$ cat src/rtl/fpaddsub_pipe_tracker.sv
// rtl/fpaddsub_pipe_tracker.sv - token tracker, stage enables and result capture for the FP add/sub pipeline
// Follows insertions through STAGES registers, captures the last-stage result and flags protocol errors.
module fpaddsub_pipe_tracker #(
    parameter int STAGES  = 4,
    parameter int W       = 32,
    parameter int TIMEOUT = 15
) (
    input  logic              clk,
    input  logic              rst,
    input  logic              enable_Pipeline_input,
    input  logic              enable_shift_reg,
    input  logic              op_in,
    input  logic [W-1:0]      result_in,
    input  logic              overflow_in,
    input  logic              underflow_in,
    output logic [STAGES-1:0] stage_enable,
    output logic [STAGES-1:0] valid_vec,
    output logic              ready,
    output logic [W-1:0]      result_out,
    output logic              op_out,
    output logic              overflow_flag,
    output logic              underflow_flag,
    output logic              busy,
    output logic              drop_err,
    output logic              stall_timeout
);

    localparam int CW = $clog2(TIMEOUT + 1);
    localparam logic [CW-1:0] TMAX = CW'(TIMEOUT);

    typedef enum logic [1:0] {
        IDLE  = 2'd0,
        RUN   = 2'd1,
        STALL = 2'd2
    } state_t;

    state_t            state;
    state_t            state_d;
    logic [STAGES-1:0] valid;
    logic [STAGES-1:0] tag;
    logic [STAGES-1:0] valid_d;
    logic [STAGES-1:0] tag_d;
    logic [CW-1:0]     stall_cnt;
    logic [CW-1:0]     stall_cnt_d;
    logic              capture;

    assign capture   = enable_shift_reg & valid[STAGES-1];
    assign valid_vec = valid;
    assign busy      = (state != IDLE) | ready;

    // Enables are held off while reset is asserted so no stage loads garbage.
    assign stage_enable = {valid[STAGES-2:0] & {(STAGES-1){enable_shift_reg}},
                           enable_shift_reg & enable_Pipeline_input} & {STAGES{rst}};

    always_comb begin
        valid_d = valid;
        tag_d   = tag;
        if (enable_shift_reg) begin
            valid_d = {valid[STAGES-2:0], enable_Pipeline_input};
            tag_d   = {tag[STAGES-2:0], op_in};
        end
    end

    always_comb begin
        state_d = state;
        case (state)
            IDLE: begin
                if (|valid_d) state_d = RUN;
            end
            RUN: begin
                if (!(|valid_d))           state_d = IDLE;
                else if (!enable_shift_reg) state_d = STALL;
            end
            STALL: begin
                if (enable_shift_reg) state_d = (|valid_d) ? RUN : IDLE;
            end
            default: state_d = IDLE;
        endcase
    end

    // Counts the consecutive cycles that end in STALL, so the count includes the current one.
    always_comb begin
        stall_cnt_d = '0;
        if (state_d == STALL) begin
            stall_cnt_d = (stall_cnt == TMAX) ? stall_cnt : stall_cnt + CW'(1);
        end
    end

    always_ff @(posedge clk) begin
        if (!rst) begin
            state          <= IDLE;
            valid          <= '0;
            tag            <= '0;
            stall_cnt      <= '0;
            ready          <= 1'b0;
            result_out     <= '0;
            op_out         <= 1'b0;
            overflow_flag  <= 1'b0;
            underflow_flag <= 1'b0;
            drop_err       <= 1'b0;
            stall_timeout  <= 1'b0;
        end else begin
            state     <= state_d;
            valid     <= valid_d;
            tag       <= tag_d;
            stall_cnt <= stall_cnt_d;
            ready     <= capture;
            if (capture) begin
                result_out     <= result_in;
                op_out         <= tag[STAGES-1];
                overflow_flag  <= overflow_in;
                underflow_flag <= underflow_in;
            end
            if (enable_Pipeline_input && !enable_shift_reg) drop_err <= 1'b1;
            if (state_d == STALL && stall_cnt_d == TMAX) stall_timeout <= 1'b1;
        end
    end

endmodule
$ cat config.mk
export PLATFORM = sky130hd
export DESIGN_NAME = fpaddsub_pipe_tracker
export DESIGN_NICKNAME = d
export VERILOG_FILES = /design/src/rtl/fpaddsub_pipe_tracker.sv
export SDC_FILE = /design/constraint.sdc
export NUM_CORES = 1
export LEC_CHECK = 0
export ABC_AREA = 1
export BUFFER_PORTS_ARGS = -buffer_cell sky130_fd_sc_hd__buf_2
export CAP_MARGIN = 0
export CORE_ASPECT_RATIO = 0.7
export CORE_MARGIN = 2
export CORE_UTILIZATION = 50
export CTS_CLUSTER_SIZE = 25
export DETAILED_ROUTE_END_ITERATION = 10
export PLACE_DENSITY = 0.84
export SYNTH_ARGS = -nofsm -noshare
export SYNTH_HDL_FRONTEND = slang
export SYNTH_SLANG_ARGS = --single-unit
$ cat constraint.sdc
create_clock -name clk -period 2.5 [get_ports clk]
set_clock_uncertainty 0.05 [all_clocks]
set_input_delay 0.625 -clock clk [delete_from_list [all_inputs] [get_ports clk]]
set_output_delay 0.625 -clock clk [all_outputs]
set_load 0.03 [all_outputs]
==> flow_metrics.py <==
metrics = {
    "run_status": {
        "status": "completed",
    },
    "clocking": {
        "htreeDepth": 2,
        "insertion_delay_ps": 290,
        "post_cts_resized": 0,
        "cts_sinks": 52,
        "cts_root_buf": "clkbuf_8",
        "cts_tree": "built",
        "holdBufCountCts": 0,
        "postCtsSetupBuffers": 0,
        "clk_pin_slew_ps": 80,
        "cts_inserted_buffers": 5,
        "clockBufferDepth": 2,
    },
    "floorplanning": {
        "num_rows": 18,
        "initial_core_util_pct": 53.7,
        "die_area_sq_um": 4450,
        "die_y_um": 56.4,
        "dieWidth_um": 78.8,
        "ios": 86,
        "core_region_area_sq_um": 3650,
    },
    "sta": {
        "max_slew_margin_pct": 60.4,
        "finalSetupViolations": 0,
        "slew_viol_final": 0,
        "fin_tns_setup_ps": 0,
        "fmax_ghz": 0.497,
        "min_period_over_period_pct": 80.5,
        "min_period_ps": 2010,
        "finalHoldViolCount": 0,
        "tightestPinTransition_ps": 593,
        "rsz0062_at_grt": "false",
    },
    "grt": {
        "grt_pass1_wl_mm": 7.53,
        "grt_max_degree": 43,
        "overflow": 0,
        "track_usage_pct": 21.2,
        "grt_pass1_vias": 1752,
        "antenna_found_initial": 0,
    },
    "layout": {
        "nets": 373,
        "area_growth_pct": 27.0,
        "fill_cells": 336,
        "utilization_pct": 68.2,
        "antennaDiodeCount": 0,
        "drive_gt1_share_pct": 33.2,
    },
    "power": {
        "finalPower_w": 0.00144,
        "pwr-share-comb_pct": 8.6,
        "p_sw_share_pct": 22.8,
        "pwr-share-clk_pct": 32.7,
        "power_density_nw_per_um2": 578,
        "p_leak_nw": 1.22,
        "power.switching_w": 0.000329,
        "vdd_drop_max_mv": 0.373,
        "sequentialPowerShare_pct": 58.8,
        "intPower_w": 0.00111,
    },
    "hold_path": {
        "min-delay-start": "stall_timeout",
        "min_path_type": "reg -> reg",
        "min_to": "stall_timeout",
        "hold_path_depth": 2,
    },
    "critical_path": {
        "worst_ep_arrival_time_ps": 1340,
        "r2r_start": "valid_vec[3]",
        "critPathKind": "in -> out",
        "critPathCaptureType": "output pin",
        "cp_max_fo": 10,
        "r2r_slack_ps": 1100,
        "worstReg2RegEnd": "result_out[29]",
        "critical_path_required_ps": 1820,
        "r2r_cells": 4,
        "critPathLaunchType": "primary input",
    },
    "detailed_routing": {
        "postRouteAntennaNets": 0,
        "via_count": 1833,
        "avgRoutedWirePerCell_um": 11.2,
        "drc": 0,
        "dr.pass1.iters": 4,
        "finalWirelength_mm": 4.32,
        "drt_iter0_drc": 50,
        "vias_per_cell": 4.77,
    },
    "synthesis": {
        "synth_top_area_cell": "dfxtp_1",
        "synth-seq-cells": 52,
        "avgSynthCellArea_sq_um": 7.84,
        "synth.distinct_cells": 22,
        "synthTopCellsByArea": "dfxtp_1 53%, nor2_1 17%, o21ai_1 10%, nand2_1 4.2%, a21oi_1 2.3%",
        "synthCells": 250,
        "syn_nets": 290,
        "yosys_warnings": 0,
        "netlist_area_sq_um": 1960,
        "synth_top_area_share_pct": 53.1,
        "ys_seq_area_share_pct": 53.1,
    },
    "placement": {
        "io_buffers": 85,
        "dp_hpwl_mm": 3.03,
        "gp_congestion": 0.808,
    },
    "flow_run": {
        "cap_viol_max_count": 0,
    },
}
==> worst max-delay path by stage <==
stage,startpoint,end,cells past startpoint
after global placement,enable_shift_reg,stage_enable[2],4
after floorplan,enable_shift_reg,stage_enable[1],3
after CTS,enable_shift_reg,stage_enable[2],4
after global routing,enable_shift_reg,stage_enable[1],4
after detailed placement,enable_shift_reg,stage_enable[2],4
final,enable_shift_reg,stage_enable[2],4
==> cell usage in the layout, fill, tap and decap left out, types with 3 or more instances in the layout <==
cell,instances
a21oi_1,9
buf_2,85
clkbuf_8,6
dfxtp_1,52
inv_2,3
nand2_1,22
nand2_2,6
nand3_1,4
nor2_1,90
o21ai_1,39
==> worst max-delay path, cell delays in order <==
cell and delay (ps):
buf_2 250, nand2_1 160, nor2_1 100, buf_2 200
==> routing by layer <==
layer | share of wire, % | track usage, % | up-vias | wire length (um)
met5 | 0 | 0 | - | 0
met4 | 1.5 | 7.64 | 0 | 65
met3 | 6.4 | 4.82 | 7 | 278
met2 | 45 | 36.4 | 57 | 1950
met1 | 47 | 26.3 | 802 | 2020
li1 | - | - | 967 | -
==> area by class of cell <==
cell class | instances | area (sq um) | share of cell area (%)
tap | 50 | 62.6 | 2.51
clock buffer | 6 | 82.6 | 3.32
inverter | 6 | 27.5 | 1.11
clock inverter | 2 | 10.0 | 0.402
timing repair buffer | 87 | 440 | 17.7
multi-input combinational | 181 | 826 | 33.2
sequential | 52 | 1040 | 41.8
==> per-stage QoR <==
stage                     hold WS [ps]  instances  instance area (sq um)  worst slack (ps)
after detailed placement           393        376                   2400               497
after CTS                          405        384                   2490               495
after global routing               432        384                   2490               410
final                              403        384                   2490               487
after global placement             383        376                   2400               515
after floorplan                    403        250                   1960               551
==> power by group through the flow <==
| stage | Clock, W | Combinational [W] | Sequential [W] |
|---|---|---|---|
| after floorplan | 0 | 0.0000669 | 0.000874 |
| after global placement | 0 | 0.000121 | 0.000865 |
| after detailed placement | 0 | 0.000123 | 0.000865 |
| after CTS | 0.000484 | 0.000124 | 0.000846 |
| after global routing | 0.000529 | 0.000138 | 0.000848 |
| final | 0.000471 | 0.000123 | 0.000846 |
==> Yosys cell counts <==
library cell and count:
nand2_4 2, nor2_2 1, inv_6 1, buf_2 5
inv_1 2, dfxtp_1 52, o21ai_0 1, buf_4 3
ha_1 1, clkbuf_1 2, nand3_1 4, buf_6 1
nor2_1 90, nand4_1 2, nor2_4 2, nand2_2 6
or3_1 1, o21ai_1 39, nand2_1 22, a21oi_1 9
nand3b_4 1, inv_2 3
==> flip-flops by register name, indices dropped and copies added (netlist names) <==
signal          cells
op_out              1
ready               1
state               2
stall_cnt           4
result_out         32
drop_err            1
underflow_flag      1
stall_timeout       1
overflow_flag       1
valid_vec           4
tag                 4
==> kinds of logic (layout without fill, tap and decap cells) <==
kind of cell	count (synthesis)	in the layout	share of synthesized area, %
fa+ha+maj	1	1	0.638
simple gates	131	131	29.0
compound gates	49	49	12.5
buf+inv	17	101	4.79
flops	52	52	53.1
Power figures use the tool's default switching activity.
